## src/rtl/core_pkg.sv

```systemverilog
// Shared core package: memory sizes, funct3 memory codes,
// arbiter state and grant encodings.
package core_pkg;

  typedef enum logic [1:0] {
    BYTE = 2'b00,
    HALF = 2'b01,
    WORD = 2'b10
  } mem_size_t;

  localparam logic [2:0] F3_LB  = 3'b000;
  localparam logic [2:0] F3_LH  = 3'b001;
  localparam logic [2:0] F3_LW  = 3'b010;
  localparam logic [2:0] F3_LBU = 3'b100;
  localparam logic [2:0] F3_LHU = 3'b101;
  localparam logic [2:0] F3_SB  = 3'b000;
  localparam logic [2:0] F3_SH  = 3'b001;
  localparam logic [2:0] F3_SW  = 3'b010;

  typedef enum logic [2:0] {
    IDLE = 3'b001,
    BUS  = 3'b010,
    RESP = 3'b100
  } arb_state_t;

  typedef enum logic {
    GRANT_FETCH = 1'b0,
    GRANT_DATA  = 1'b1
  } grant_t;

endpackage

```

## src/rtl/core_lane_align.sv

```systemverilog
// Byte-lane steering: sel, write replication, misalign
// detection and load extraction with zero/sign extension.
module core_lane_align
  import core_pkg::*;
(
  input  logic [1:0]  off,
  input  logic [1:0]  size,
  input  logic        sgn,
  input  logic [31:0] wdata,
  input  logic [31:0] rdata,
  output logic [3:0]  sel,
  output logic [31:0] wdat,
  output logic        misalign,
  output logic [31:0] ldata
);

  logic [31:0] sh;

  assign sh = rdata >> {off, 3'b000};

  always_comb begin
    sel      = 4'b0000;
    wdat     = 32'h0;
    misalign = 1'b1;
    ldata    = 32'h0;
    unique case (size)
      BYTE: begin
        sel      = 4'b0001 << off;
        wdat     = {4{wdata[7:0]}};
        misalign = 1'b0;
        ldata    = {{24{sgn & sh[7]}}, sh[7:0]};
      end
      HALF: begin
        sel      = 4'b0011 << {off[1], 1'b0};
        wdat     = {2{wdata[15:0]}};
        misalign = off[0];
        ldata    = {{16{sgn & sh[15]}}, sh[15:0]};
      end
      WORD: begin
        sel      = 4'b1111;
        wdat     = wdata;
        misalign = |off;
        ldata    = rdata;
      end
      default: begin
        misalign = 1'b1;
      end
    endcase
  end

endmodule

```

## src/rtl/core_mem_arbiter.sv

```systemverilog
// Shares one Wishbone classic master between instruction
// fetch and load/store, with lane steering and bus timeout.
module core_mem_arbiter
  import core_pkg::*;
#(
  parameter int unsigned TIMEOUT_CYCLES = 255,
  parameter bit          DATA_PRIORITY  = 1'b1
) (
  input  logic        clk_in,
  input  logic        reset_in,
  input  logic        fetch_req_in,
  input  logic [31:0] fetch_addr_in,
  output logic        fetch_done_out,
  output logic        fetch_err_out,
  output logic [31:0] fetch_data_out,
  input  logic        data_req_in,
  input  logic        data_we_in,
  input  logic [31:0] data_addr_in,
  input  logic [1:0]  data_size_in,
  input  logic        data_signed_in,
  input  logic [31:0] data_wdata_in,
  output logic        data_done_out,
  output logic        data_err_out,
  output logic [31:0] data_rdata_out,
  output logic        wb_cyc_out,
  output logic        wb_stb_out,
  output logic        wb_we_out,
  output logic [31:0] wb_adr_out,
  output logic [3:0]  wb_sel_out,
  output logic [31:0] wb_dat_out,
  input  logic [31:0] wb_dat_in,
  input  logic        wb_ack_in,
  input  logic        wb_err_in
);

  localparam logic [31:0] TO_LAST = 32'(TIMEOUT_CYCLES - 1);

  arb_state_t  state;
  grant_t      gnt;
  logic [31:0] adr_q;
  logic [1:0]  size_q;
  logic        sgn_q;
  logic        we_q;
  logic [31:0] wdat_q;
  logic [31:0] cnt;
  logic        err_q;
  logic [31:0] fdata_q;
  logic [31:0] rdata_q;

  logic        idle;
  logic        bus;
  logic        resp;
  logic        any_req;
  logic        pick_data;

  logic [31:0] in_adr;
  logic [1:0]  in_size;
  logic        in_sgn;
  logic        in_we;
  logic [31:0] in_wdat;

  logic [3:0]  sel;
  logic [31:0] wdat;
  logic        mis;
  logic [31:0] ldata;

  assign idle = (state == IDLE);
  assign bus  = (state == BUS);
  assign resp = (state == RESP);

  assign any_req   = fetch_req_in | data_req_in;
  assign pick_data = data_req_in & (DATA_PRIORITY | ~fetch_req_in);

  always_comb begin
    if (pick_data) begin
      in_adr  = data_addr_in;
      in_size = data_size_in;
      in_sgn  = data_signed_in;
      in_we   = data_we_in;
      in_wdat = data_wdata_in;
    end else begin
      in_adr  = fetch_addr_in;
      in_size = WORD;
      in_sgn  = 1'b0;
      in_we   = 1'b0;
      in_wdat = 32'h0;
    end
  end

  // In IDLE the aligner judges the incoming winner; afterwards it
  // works on the latched transfer so bus signals stay stable.
  core_lane_align u_align (
    .off      (idle ? in_adr[1:0] : adr_q[1:0]),
    .size     (idle ? in_size : size_q),
    .sgn      (idle ? in_sgn : sgn_q),
    .wdata    (idle ? in_wdat : wdat_q),
    .rdata    (wb_dat_in),
    .sel      (sel),
    .wdat     (wdat),
    .misalign (mis),
    .ldata    (ldata)
  );

  always_ff @(posedge clk_in) begin
    if (!reset_in) begin
      state   <= IDLE;
      gnt     <= GRANT_FETCH;
      adr_q   <= 32'h0;
      size_q  <= 2'b00;
      sgn_q   <= 1'b0;
      we_q    <= 1'b0;
      wdat_q  <= 32'h0;
      cnt     <= 32'h0;
      err_q   <= 1'b0;
      fdata_q <= 32'h0;
      rdata_q <= 32'h0;
    end else begin
      unique case (state)
        IDLE: begin
          if (any_req) begin
            gnt    <= pick_data ? GRANT_DATA : GRANT_FETCH;
            adr_q  <= in_adr;
            size_q <= in_size;
            sgn_q  <= in_sgn;
            we_q   <= in_we;
            wdat_q <= in_wdat;
            cnt    <= 32'h0;
            err_q  <= mis;
            state  <= mis ? RESP : BUS;
          end
        end
        BUS: begin
          if (wb_err_in) begin
            err_q <= 1'b1;
            state <= RESP;
          end else if (wb_ack_in) begin
            err_q <= 1'b0;
            state <= RESP;
            if (gnt == GRANT_FETCH) begin
              fdata_q <= ldata;
            end else if (!we_q) begin
              rdata_q <= ldata;
            end
          end else if (TIMEOUT_CYCLES != 0 && cnt == TO_LAST) begin
            err_q <= 1'b1;
            state <= RESP;
          end else begin
            cnt <= cnt + 32'd1;
          end
        end
        RESP: begin
          state <= IDLE;
        end
        default: begin
          state <= IDLE;
        end
      endcase
    end
  end

  assign wb_cyc_out = bus;
  assign wb_stb_out = bus;
  assign wb_we_out  = bus & we_q;
  assign wb_adr_out = bus ? {adr_q[31:2], 2'b00} : 32'h0;
  assign wb_sel_out = bus ? sel : 4'b0000;
  assign wb_dat_out = bus ? wdat : 32'h0;

  assign fetch_done_out = resp & (gnt == GRANT_FETCH);
  assign fetch_err_out  = fetch_done_out & err_q;
  assign fetch_data_out = fdata_q;
  assign data_done_out  = resp & (gnt == GRANT_DATA);
  assign data_err_out   = data_done_out & err_q;
  assign data_rdata_out = rdata_q;

endmodule

```

## config.mk

```make
export PLATFORM = sky130hd
export DESIGN_NAME = core_mem_arbiter
export DESIGN_NICKNAME = d
export VERILOG_FILES = /design/src/rtl/core_pkg.sv /design/src/rtl/core_lane_align.sv /design/src/rtl/core_mem_arbiter.sv
export SDC_FILE = /design/constraint.sdc
export NUM_CORES = 1
export LEC_CHECK = 0
export CORE_MARGIN = 8
export CORE_UTILIZATION = 44
export CTS_BUF_LIST = sky130_fd_sc_hd__clkbuf_4 sky130_fd_sc_hd__clkbuf_8
export DETAILED_ROUTE_END_ITERATION = 8
export GPL_ROUTABILITY_DRIVEN = 0
export PLACE_DENSITY = 0.79
export SYNTH_ARGS = -nofsm -noshare
export SYNTH_HDL_FRONTEND = slang
export SYNTH_HIERARCHICAL = 1
export SYNTH_SLANG_ARGS = --single-unit
```

## constraint.sdc

```tcl
create_clock -name clk_in -period 3.8 [get_ports clk_in]
set_input_delay 0.76 -clock clk_in [delete_from_list [all_inputs] [get_ports clk_in]]
set_output_delay 0.76 -clock clk_in [all_outputs]
set_load 0.01 [all_outputs]
```

==> summary.md <==
| Metric | Value |
|---|---|
| Outcome | `complete, no violations` |
| Hold WS | `0.458 ns` |
| GRT Resource Usage Total | `23.2%` |
| Post-synthesis sequential area ratio | `38.5%` |
| Initial DRC count | `718` |
| DR WL/cell | `18.2 um` |
| Worst reg-to-reg setup slack | `0.74 ns` |
| Mapped Cells | `1,133` |
| Die height | `157 um` |
| Slew HR | `40.8%` |
| FF+latch count, synth | `169` |
| WL final | `29.7 mm` |
| Area occupied by multi-input gates | `4970 um2` |
| Power Total | `7.44 mW` |
| Asr flop ratio synth | `0%` |
| Initial Util | `45.0%` |
| Core footprint | `19,500 um2` |
| Most common cell after layout, fill and taps aside | `clkdlybuf4s50_1` |
| Post-synth EDFFs | `0` |
| # clock sinks | `169` |
| Vias | `9,181` |
| Die Area | `24,800 um2` |
| Worst Tran Pin Value | `0.880 ns` |
| Post-synthesis adder-cell area fraction | `0.285%` |
| Mux cell area share after synthesis | `6.06%` |
| Setup CP Type | `reg2out` |
| Share of layout cells above drive strength 1 | `6.67%` |
| Fin Clk Skew | `0.0132 ns` |
| Tcrit/Tclk final | `97.6%` |
| RR Startpoint | `state[2]` |
| CP endpoint kind | `output pin` |
| Xor-xnor portion of the synthesized cell area | `0%` |
| CTS Buf Count | `17` |
| CTS root buffer | `clkbuf_8` |
| Die W | `157 um` |
| HPWL after DPL | `21.1 mm` |
| Final net count | `1,492` |
| Compound-Gate Fraction of Synth Area | `25.4%` |
| Max-cap viol count | `0` |
| Vias in the first global route | `8,854` |
| Crit path max-delay family | `buffers and inverters` |
| Worst Hold Depth | `2` |
| CP Cell Sequence | `or3b_4, a22o_4, buf_12, nor2b_4, clkbuf_16, a21o_1, and3_1, clkdlybuf4s50_1` |
| Io pins | `277` |
| Worst-path clk slew | `0.09 ns` |
| Antenna violations before repair | `1` |
| CP peak stage delay | `0.54 ns` |
| H-tree levels | `4` |
| # port buffers | `274` |
| Worst min path class | `reg2reg` |
| Dominant synthesized flop cell | `dfxtp_1` |
| R2r endpoint | `data_rdata_out[26]` |
| Cells on worst reg2reg path | `10` |
| Num rows | `51` |
| RSZ-0062 raised after global routing | `no` |
| CP max-delay cell | `clkdlybuf4s50_1` |
| Fillcell total | `1,741` |
| Largest net degree at the start of global routing | `144` |
| Area grow syn2layout | `39.4%` |
| Syn. warnings | `6` |
| Critical Path RT | `3.04 ns` |
| Simple-gate portion of the synthesized area | `24.0%` |
| Peak VDD IR | `0.000394 V` |
| Post-synthesis cell type count | `59` |
| CP Max Fanout | `29` |
| Min Tclk post-route | `3.71 ns` |
| Max Root-Sink Buffers | `2` |
| DRC | `0` |
| LEAKAGE | `5.09 nW` |
| Antenna Nets Post-Route | `0` |
| Hold Path End | `fetch_data_out[1]` |
| Pwr/cell area | `608 nW/um2` |
| Synth Cell Area | `8790 um2` |
| Commonest cells after routing, fill and taps aside | `clkdlybuf4s50_1, nand2_1, dfxtp_1` |
| CTS tree | `yes` |
| Hold Fails Final Rpt | `0` |
| Slew Limit Fails | `0` |
| Hold path start | `fetch_data_out[1]` |
| Final count of negative-setup-slack endpoints | `0` |
| TNS Setup | `0 ns` |
| Worst skew pair latency | `0.47 ns` |
| Number of cells on the critical path | `8` |
| WP buf/inv | `3` |
| Largest family of logic cells by synthesized area | `compound AO/OA/AOI/OAI gates` |
| Gr ovfl total | `0` |
| Maximum clock frequency | `270 MHz` |
| CP Data Arrival Time | `2.95 ns` |
| First-pass GRT wire length | `46.0 mm` |
| Hold Buf Count CTS | `0` |
| Syn Area/Cell | `7.76 um2` |
| TritonRoute pass-1 iters | `8` |
| Worst Setup Start Kind | `flip-flop` |
| Register Area | `3390 um2` |
| Vias/cell | `5.63` |
-- repair_timing --
action                     in CTS  in global routing
gates cloned                    0                  1
buffers inserted                0                  1
resized for setup               2                 19
setup endpoints to repair      24                 25
-- worst reg2reg max path: cells and delay by family, from the launching register on --
family	cells	cell delay, ns
buf+inv	2	0.51
flops	1	0.36
simple gates	3	0.85
mux	2	0.66
compound gates	3	0.60
-- power by group --
part	internal, mW	switching, mW
sequential	2.05	0.150
combinational	1.63	2.34
clock	0.552	0.723
total	4.23	3.22
-- worst max path at each step --
| stage | end | startpoint |
|---|---|---|
| finish | wb_dat_out[15] | state[2] |
| global route | wb_dat_out[12] | state[2] |
| CTS | wb_dat_out[19] | state[2] |
| detailed placement | wb_dat_out[10] | data_size_in[0] |
| global placement | wb_dat_out[10] | data_size_in[0] |
| floorplan | wb_sel_out[3] | data_req_in |
-- Yosys cell counts, types with 21 or more instances --
master / instances / share of area, %
a211oi_1: 32 / 2.7
nor2_1: 115 / 4.9
a22o_1: 41 / 4.1
mux2i_1: 51 / 5.8
nand3_1: 21 / 1.2
a21oi_1: 101 / 5.8
a22oi_1: 35 / 3.0
and3_1: 74 / 5.3
a21o_1: 33 / 2.8
clkbuf_1: 87 / 3.7
o21ai_0: 50 / 2.8
dfxtp_1: 169 / 38
nand2_1: 169 / 7.2
-- registers in the layout, indices dropped and copies added, names as in the netlist --
signal	count
cnt	32
size_q	2
sgn_q	1
fetch_data_out	32
wdat_q	32
adr_q	32
data_rdata_out	32
state	3
we_q	1
err_q	1
gnt	1
-- area by class of cell --
class	count	share of cell area [%]
clock inverter	14	1.12
clock buffer	18	2.02
tap	265	2.71
sequential	169	27.7
inverter	15	0.480
timing repair buffer	307	25.4
multi-input combinational	842	40.6
antenna	1	0.0204
-- metal layers --
metal  share of wire [%]  track usage [%]
met1                  41             27.5
met5                   0                0
met3                 9.8             8.47
met4                 2.0             7.34
met2                  47             38.3
-- cell families after synthesis --
logic type / after synthesis
AND/OR/NAND/NOR: 448
buffers and inverters: 123
flip-flops: 169
multiplexers: 52
adder cells (fa/ha/maj): 2
AO/OA/AOI/OAI: 338
other: 1
-- through the flow --
step | utilization (%) | cells | area, um2 | setup slack [ns]
2_1_floorplan | - | 1134 | 8790 | 0.134
4_1_cts | 62.3 | 1628 | 12200 | 0.0417
3_5_place_dp | 60.3 | 1596 | 11800 | 0.193
3_3_place_gp | 60.3 | 1596 | 11800 | 0.246
6_report | 62.7 | 1631 | 12200 | 0.0926
5_1_grt | 62.7 | 1631 | 12200 | 0.000565
(Power assumes the default switching activity.)
